## src/rtl/divisor_iter.sv

```systemverilog
// Sequential radix-2 restoring divider for the FP divide path.
// Produces floor(a * 2^FRAC_BITS / b) one quotient bit per clock, plus a
// sticky flag (remainder != 0) for rounding and a divide-by-zero flag.
// Valid/ready handshakes on both sides; one operation in flight at a time.
module divisor_iter #(
  parameter int WIDTH     = 24,
  parameter int FRAC_BITS = 24
) (
  input  logic                 clk,
  input  logic                 arst,
  input  logic                 in_valid,
  output logic                 in_ready,
  input  logic [WIDTH-1:0]     a,
  input  logic [WIDTH-1:0]     b,
  output logic                 out_valid,
  input  logic                 out_ready,
  output logic [WIDTH-1:0]     q,
  output logic [FRAC_BITS-1:0] f,
  output logic                 sticky,
  output logic                 div_by_zero
);

  localparam int N  = WIDTH + FRAC_BITS;
  localparam int CW = $clog2(N + 1);

  typedef enum logic [1:0] {
    S_IDLE,
    S_CALC,
    S_DONE
  } state_t;

  state_t state_q, state_d;

  // Dividend shifts out MSB first; zeros fill in behind it, which supplies
  // the FRAC_BITS trailing zero bits for the fractional part.
  logic [WIDTH-1:0]     a_q;
  logic [WIDTH-1:0]     b_q;
  // Partial remainder stays below b after every step, so WIDTH bits suffice;
  // the extra bit only exists in the shifted compare below.
  logic [WIDTH-1:0]     r_q;
  // Quotient bits collected so far; the final bit is appended at load time.
  logic [N-2:0]         qsh_q;
  logic [CW-1:0]        cnt_q;
  logic [WIDTH-1:0]     q_q;
  logic [FRAC_BITS-1:0] f_q;
  logic                 sticky_q;
  logic                 dbz_q;

  logic                 accept;
  logic                 last_step;
  logic [WIDTH:0]       r_shift;
  logic [WIDTH:0]       diff;
  logic                 ge;
  logic [WIDTH-1:0]     r_step;

  // in_ready is forced low while reset is held, not just after release.
  assign in_ready  = arst && (state_q == S_IDLE);
  assign out_valid = (state_q == S_DONE);
  assign accept    = in_valid && in_ready;
  assign last_step = (cnt_q == CW'(1));

  // One restoring step: shift in the next dividend bit, trial-subtract b.
  // A borrow out of the top bit means the shifted remainder was below b.
  assign r_shift = {r_q, a_q[WIDTH-1]};
  assign diff    = r_shift - {1'b0, b_q};
  assign ge      = ~diff[WIDTH];
  assign r_step  = ge ? diff[WIDTH-1:0] : r_shift[WIDTH-1:0];

  assign q           = q_q;
  assign f           = f_q;
  assign sticky      = sticky_q;
  assign div_by_zero = dbz_q;

  // State register.
  always_ff @(posedge clk or negedge arst) begin
    if (!arst) begin
      state_q <= S_IDLE;
    end else begin
      state_q <= state_d;
    end
  end

  // Next-state logic: divide-by-zero skips the iteration entirely.
  always_comb begin
    state_d = state_q;
    unique case (state_q)
      S_IDLE: begin
        if (accept) begin
          state_d = (b == '0) ? S_DONE : S_CALC;
        end
      end
      S_CALC: begin
        if (last_step) begin
          state_d = S_DONE;
        end
      end
      S_DONE: begin
        if (out_ready) begin
          state_d = S_IDLE;
        end
      end
      default: state_d = S_IDLE;
    endcase
  end

  // Operand capture, iteration datapath and result registers.
  always_ff @(posedge clk or negedge arst) begin
    if (!arst) begin
      a_q      <= '0;
      b_q      <= '0;
      r_q      <= '0;
      qsh_q    <= '0;
      cnt_q    <= '0;
      q_q      <= '0;
      f_q      <= '0;
      sticky_q <= 1'b0;
      dbz_q    <= 1'b0;
    end else begin
      unique case (state_q)
        S_IDLE: begin
          if (accept) begin
            a_q   <= a;
            b_q   <= b;
            r_q   <= '0;
            qsh_q <= '0;
            cnt_q <= CW'(N);
            if (b == '0) begin
              q_q      <= '0;
              f_q      <= '0;
              sticky_q <= 1'b0;
              dbz_q    <= 1'b1;
            end
          end
        end
        S_CALC: begin
          a_q   <= {a_q[WIDTH-2:0], 1'b0};
          r_q   <= r_step;
          qsh_q <= {qsh_q[N-3:0], ge};
          cnt_q <= cnt_q - CW'(1);
          if (last_step) begin
            {q_q, f_q} <= {qsh_q, ge};
            sticky_q   <= (r_step != '0);
            dbz_q      <= 1'b0;
          end
        end
        default: begin
        end
      endcase
    end
  end

endmodule

```

## config.mk

```make
export PLATFORM = sky130hd
export DESIGN_NAME = divisor_iter
export DESIGN_NICKNAME = d
export VERILOG_FILES = /design/src/rtl/divisor_iter.sv
export SDC_FILE = /design/constraint.sdc
export NUM_CORES = 1
export LEC_CHECK = 0
export BUFFER_PORTS_ARGS = -buffer_cell sky130_fd_sc_hd__buf_2
export CAP_MARGIN = 0
export CORE_ASPECT_RATIO = 1.5
export CORE_MARGIN = 4
export CORE_UTILIZATION = 53
export CTS_CLUSTER_DIAMETER = 30
export DETAILED_ROUTE_END_ITERATION = 6
export PLACE_DENSITY = 0.77
export SLEW_MARGIN = 40
export SYNTH_ARGS = -nofsm -noshare
export SYNTH_HDL_FRONTEND = slang
export SYNTH_SLANG_ARGS = --single-unit
```

## constraint.sdc

```tcl
create_clock -name clk -period 3 [get_ports clk]
set_input_delay 0.3 -clock clk [delete_from_list [all_inputs] [get_ports clk]]
set_output_delay 0.3 -clock clk [all_outputs]
set_load 0.05 [all_outputs]
```

# After elaboration in Yosys (flattened, before gate mapping)
# Index checks and enable logic that the tools add are counted.
classes:
  n_eq_ne: 7
  addsub: 2
  n_bitwise: 1
  muxes: 28
  reduce_logical: 10
op_table:
  columns: ["cell", "n"]
  rows:
  - ["$pmux W24 S2", 4]
  - ["$mux W24", 7]
  - ["$pmux W47 S2", 1]
  - ["$mux W47", 1]
  - ["$sub A25 B24 Y25", 1]
  - ["$logic_not A24 Y1", 1]
  - ["$reduce_bool A24 Y1", 1]
  - ["$pmux W6 S2", 1]
  - ["$mux W2", 4]
  - ["$eq A6 B1 Y1 const B", 1]
  - ["$mux W1", 6]
  - ["$mux W6", 1]
  - ["$pmux W2 S3", 1]
  - ["$sub A6 B1 Y6 const B", 1]
  - ["$ne A2 B1 Y1 const B", 2]
  - ["$ne A2 B2 Y1 const B", 2]
  - ["$pmux W1 S2", 2]
  - ["$reduce_and A2 Y1", 2]
  - ["$reduce_and A4 Y1", 1]
  - ["$reduce_and A3 Y1", 1]
  - ["$eq A2 B1 Y1 const B", 1]
  - ["$eq A2 B2 Y1 const B", 1]
  - ["$logic_and A1 B1 Y1", 2]
  - ["$logic_not A2 Y1", 1]
  - ["other kinds (2)", 2]
word_totals:
  reg_bits: 177
  elab_cells: 58

# Logic depth before layout (Yosys ltp)
logic_depth:
  depth_word: 5
  ltp_mapped: 14
  depth_no_buf: 13

# Worst setup path before layout
# OpenSTA, ideal clock, no wires.
synth_path:
  path_type: "reg-to-reg"
  startpoint: "reg state_q[0]"
  endpoint: "reg sticky_q (netlist: sticky)"
  arrival_ps: 3241
  setup_time_ps: 124
  setup_slack_ps: -365
  path_buffers: 2
  stages_incl_launch_ff: 11
  path_cell_list: "dfrtp_1 > nor3b_1 > and2_1 > clkbuf_1 > a22oi_1 > or2_2 > clkbuf_1 > nand2_1 > o211a_1 > nand4_1 > o31a_1"
synth_via:
  elab_chain_cells: 5
  word_cells_on_any_way: 10
  cone_classes: "eq/ne: 4; mux: 1; reduce/logical: 5"
synth_rtl:
  columns: ["item", "line", "rtl"]
  rows:
  - ["start: declaration", "32", "state_t state_q, state_d;"]
  - ["start signal: assignment", "79", "state_q <= state_d;"]
  - ["$logic_not A2 Y1", "57", "assign in_ready = arst && (state_q == S_IDLE);"]
  - ["$logic_and A1 B1 Y1", "57", null]
  - ["named net in_ready", "12", "output logic in_ready,"]
  - ["$logic_and A1 B1 Y1", "59", "assign accept = in_valid && in_ready;"]
  - ["$ne A2 B2 Y1 (no source line)", null, null]
  - ["$reduce_and A4 Y1 (no source line)", null, null]
  - ["end signal: assignment", "142", "sticky_q <= (r_step != '0);"]
  - ["end: declaration", "46", "logic sticky_q;"]
# The timed path passes the listed nets, and every way through them passes these cells.
# A chain may end at the register's enable or synchronous reset.

# Final worst setup path
layout_path:
  startpoint: "reg a_q[23]"
  endpoint: "reg sticky_q (netlist: sticky)"
layout_via:
  elab_chain_cells: 5
layout_rtl:
  columns: ["item", "line", "rtl"]
  rows:
  - ["start: declaration", "36", "logic [WIDTH-1:0] a_q;"]
  - ["start signal: assignment", "136", "a_q <= {a_q[WIDTH-2:0], 1'b0};"]
  - ["$sub A25 B24 Y25", "65", "assign diff = r_shift - {1'b0, b_q};"]
  - ["$mux W24 (*)", "67", "assign r_step = ge ? diff[WIDTH-1:0] : r_shift[WIDTH-1:0];"]
  - ["$reduce_bool A24 Y1 (*)", "142", null]
  - ["$mux W1 (*)", "140", "if (last_step) begin"]
  - ["$pmux W1 S2 (*)", "119", "unique case (state_q)"]
# Mark *: on every way between the ends. The rest lies on a longest branch, timed or not. The select of a mux whose other input is x is not followed.

==> results.sh <==
export IMPL_cts_tree="built"
export IMPL_fin_hold_ws_ns=0.0904
export IMPL_crit_path_cell_trace="inv_2, ha_4, inv_2, fa_2, a211oi_4, o31ai_4, o2111ai_4, a211oi_4, o31a_4, o21ai_0, o211a_1, nand4_1, o31a_1"
export IMPL_setup_tns_ns=-0.516
export IMPL_setup_violations_final=8
export IMPL_netlist_top_cells_count="246 x nand2_1, 177 x dfrtp_1, 115 x o21ai_0"
export IMPL_clk_latency_ns=0.42
export IMPL_dpl_worst_slack_ns=-0.303
export IMPL_startpoint="a_q[23]"
export IMPL_die_y_um=165
export IMPL_dieArea_um2=18500
export IMPL_cpPeakStageDelay_ns=0.39
export IMPL_avgSynthCellArea_um2=8.89
export IMPL_crit_required_ns=3.30
export IMPL_cp_arrival_ns=3.45
export IMPL_async_flop_share=1.00
export IMPL_synth_edff_count=0
export IMPL_critical_path_endpoint_type="register"
export IMPL_worst_slack_ns=-0.152
export IMPL_synth_seq_cells=177
export IMPL_worstSetupPathType="register to register"
export IMPL_cts_buffer_depth=2
export IMPL_dr_pass1_iters=4
export IMPL_die_x_um=112
export IMPL_cts_clk_slew_worst_paths_ns=0.08
export IMPL_yosysWarnings=0
export IMPL_drive_gt1_frac=0.220
export IMPL_ys_top_cells_by_area="dfrtp_1 51%, nand2_1 11%, o21ai_0 6.6%"
export IMPL_syn_area_um2=8680
export IMPL_run_status="finished, violations left"
export IMPL_antenna_found_initial=0
export IMPL_drc_errors=0
export IMPL_io_pins=104
export IMPL_cts_num_sinks=177
export IMPL_rsz0062_at_grt="yes"
export IMPL_hp_class="input port to register"
export IMPL_slew_violations=0
export IMPL_dp_cells=1305
export IMPL_io_buffers=103
export IMPL_skew_ns=0.0116
export IMPL_wire_per_inst_um=16.3
export IMPL_grt_max_degree=137
export IMPL_synth_most_common_cell="nand2_1"
export IMPL_relSlewSlack=0.505
export IMPL_syn_num_nets=1055
export IMPL_instances_no_fill=1342
export IMPL_ir_drop_mv=0.732
export IMPL_finish_utilization=0.656
export IMPL_final_area_um2=10600
export IMPL_finalHoldViolCount=0
export IMPL_post_route_period_util=1.05
export IMPL_drt_total_wl_um=21900
export IMPL_yosysUniqueCellTypes=67
export IMPL_place_congestion=0.944
export IMPL_clock_root_buffer="clkbuf_16"
export IMPL_core_area_um2=16100
export IMPL_grt_pass1_wl_um=36300
export IMPL_max_clock_freq_mhz=317
export IMPL_cts_buffers=17
export IMPL_syn_inst=976
export IMPL_synth_top_area_frac=0.510
export IMPL_p_leak_nw=5.20
export IMPL_path_max_fanout=5
export IMPL_hold_start="b[7]"
export IMPL_fin_nets=1202
export IMPL_row_count=57
export IMPL_grt_pass1_vias=7607
export IMPL_dpl_cell_area_um2=9860
export IMPL_synthFlopType="dfrtp_1"
export IMPL_synth_top_area_cell="dfrtp_1"
export IMPL_violations="setup timing"
export IMPL_ys_seq_area_frac=0.510
export IMPL_reg2reg_from="a_q[23]"
export IMPL_drt_iter0_drc=433
export IMPL_maxCapViolations=0
export IMPL_tightest_slew_ns=0.742
export IMPL_start_util=0.538
export IMPL_p_per_area_nw_per_um2=1430
export IMPL_h_tree_depth=4
export IMPL_detail_route_antenna_nets=0
export IMPL_via_count=7402
export IMPL_start_kind="register"
export IMPL_post_dp_hpwl_um=15900
export IMPL_min_period_ns=3.15
export IMPL_gr_usage_all_layers=0.243
export IMPL_n_antenna_cell=0
export IMPL_via_per_inst=5.52
export IMPL_cp_slowest_cell="dfrtp_1"
export IMPL_syn2layout_area_growth_pct=21.8
export IMPL_total_power_mw=15.1
export IMPL_overflow=0
## layout make-up
cell class	count	area, um2
Clock buffer	18	439
Clock inverter	14	166
Fill cell	1347	5550
Inverter	36	135
Multi-Input combinational cell	711	4000
Sequential cell	177	4430
Tap cell	206	258
Timing Repair Buffer	180	1140
## metal layers
metal,part of all wire,vias to the layer above,global-route usage
met5,0,-,0
li1,-,3640,-
met3,0.047,51,0.0510
met4,0.038,0,0.112
met1,0.39,3549,0.271
met2,0.53,162,0.443
## critical path, delay by kind of cell (launching register included)
family                   cells  cell delay (ns)
buffers and inverters        2             0.12
AND/OR/NAND/NOR              1             0.08
flip-flops                   1             0.39
adder cells (fa/ha/maj)      2             0.49
AO/OA/AOI/OAI                8             1.98
## placed cells by master (no fill, tap or decap), types with 3 or more instances in the layout
| master | n |
|---|---|
| o2111ai_1 | 3 |
| clkinv_8 | 5 |
| clkinv_4 | 3 |
| dfrtp_1 | 177 |
| o21ai_1 | 10 |
| xnor2_1 | 11 |
| a21oi_1 | 30 |
| buf_4 | 70 |
| ha_1 | 25 |
| nor4_1 | 10 |
| nor2b_1 | 3 |
| o21ai_2 | 3 |
| nand2_1 | 243 |
| o21bai_1 | 3 |
| o22ai_1 | 23 |
| buf_8 | 3 |
| o211ai_1 | 4 |
| a21o_1 | 9 |
| nand2_2 | 3 |
| a211oi_1 | 6 |
| buf_2 | 102 |
| a311o_1 | 3 |
| xor2_1 | 7 |
| nand3_1 | 35 |
| inv_1 | 34 |
| buf_6 | 3 |
| mux2i_1 | 10 |
| and2_1 | 6 |
| o31ai_1 | 3 |
| inv_8 | 3 |
| clkbuf_16 | 17 |
| o21ai_0 | 104 |
| nand2b_1 | 4 |
| and3_1 | 3 |
| nand4_1 | 5 |
| a31oi_1 | 3 |
| nor3_1 | 10 |
| nor2_1 | 76 |
## worst paths after layout
check                           endpoint  slack, ns  cells past startpoint
max in group asynchronous        b_q[20]       1.35                      4
min in group asynchronous          f[12]       0.53                      3
worst min-delay path              b_q[7]       0.09                      3
worst min register to register     q[18]       0.48                      2
worst max register to register    sticky      -0.15                     13
worst max-delay path              sticky      -0.15                     13
## registers in the layout (all words and copies together), names as in the netlist
register,count
qsh_q,47
sticky,1
b_q,24
q,24
a_q,24
r_q,24
state_q,2
f,24
cnt_q,6
div_by_zero,1
## power breakdown
group	switching [mW]	leakage [nW]	internal [mW]
clock	1.07	0.291	1.14
sequential	0.550	2.26	3.36
combinational	5.35	2.65	3.62
## cells by family (layout without fill, tap and decap cells)
logic type / after synthesis / count (layout) / share of synthesized area
buffers and inverters: 88 / 248 / 0.0392
DFF: 177 / 177 / 0.510
adders and majority gates: 27 / 27 / 0.0398
xor gates and xnor gates: 18 / 18 / 0.0182
muxes: 11 / 11 / 0.0127
and+or+nand+nor: 423 / 423 / 0.210
AOI/OAI and AO/OA: 232 / 232 / 0.170
## what timing repair did
action                                  in CTS  in global routing
resized for setup                            4                 23
hold buffers                                 1                  0
pin swaps                                   11                 11
hold endpoints to repair                    41                  0
buffers inserted                             0                  6
endpoints found under the setup margin      23                 23
(Power assumes the default switching activity.)
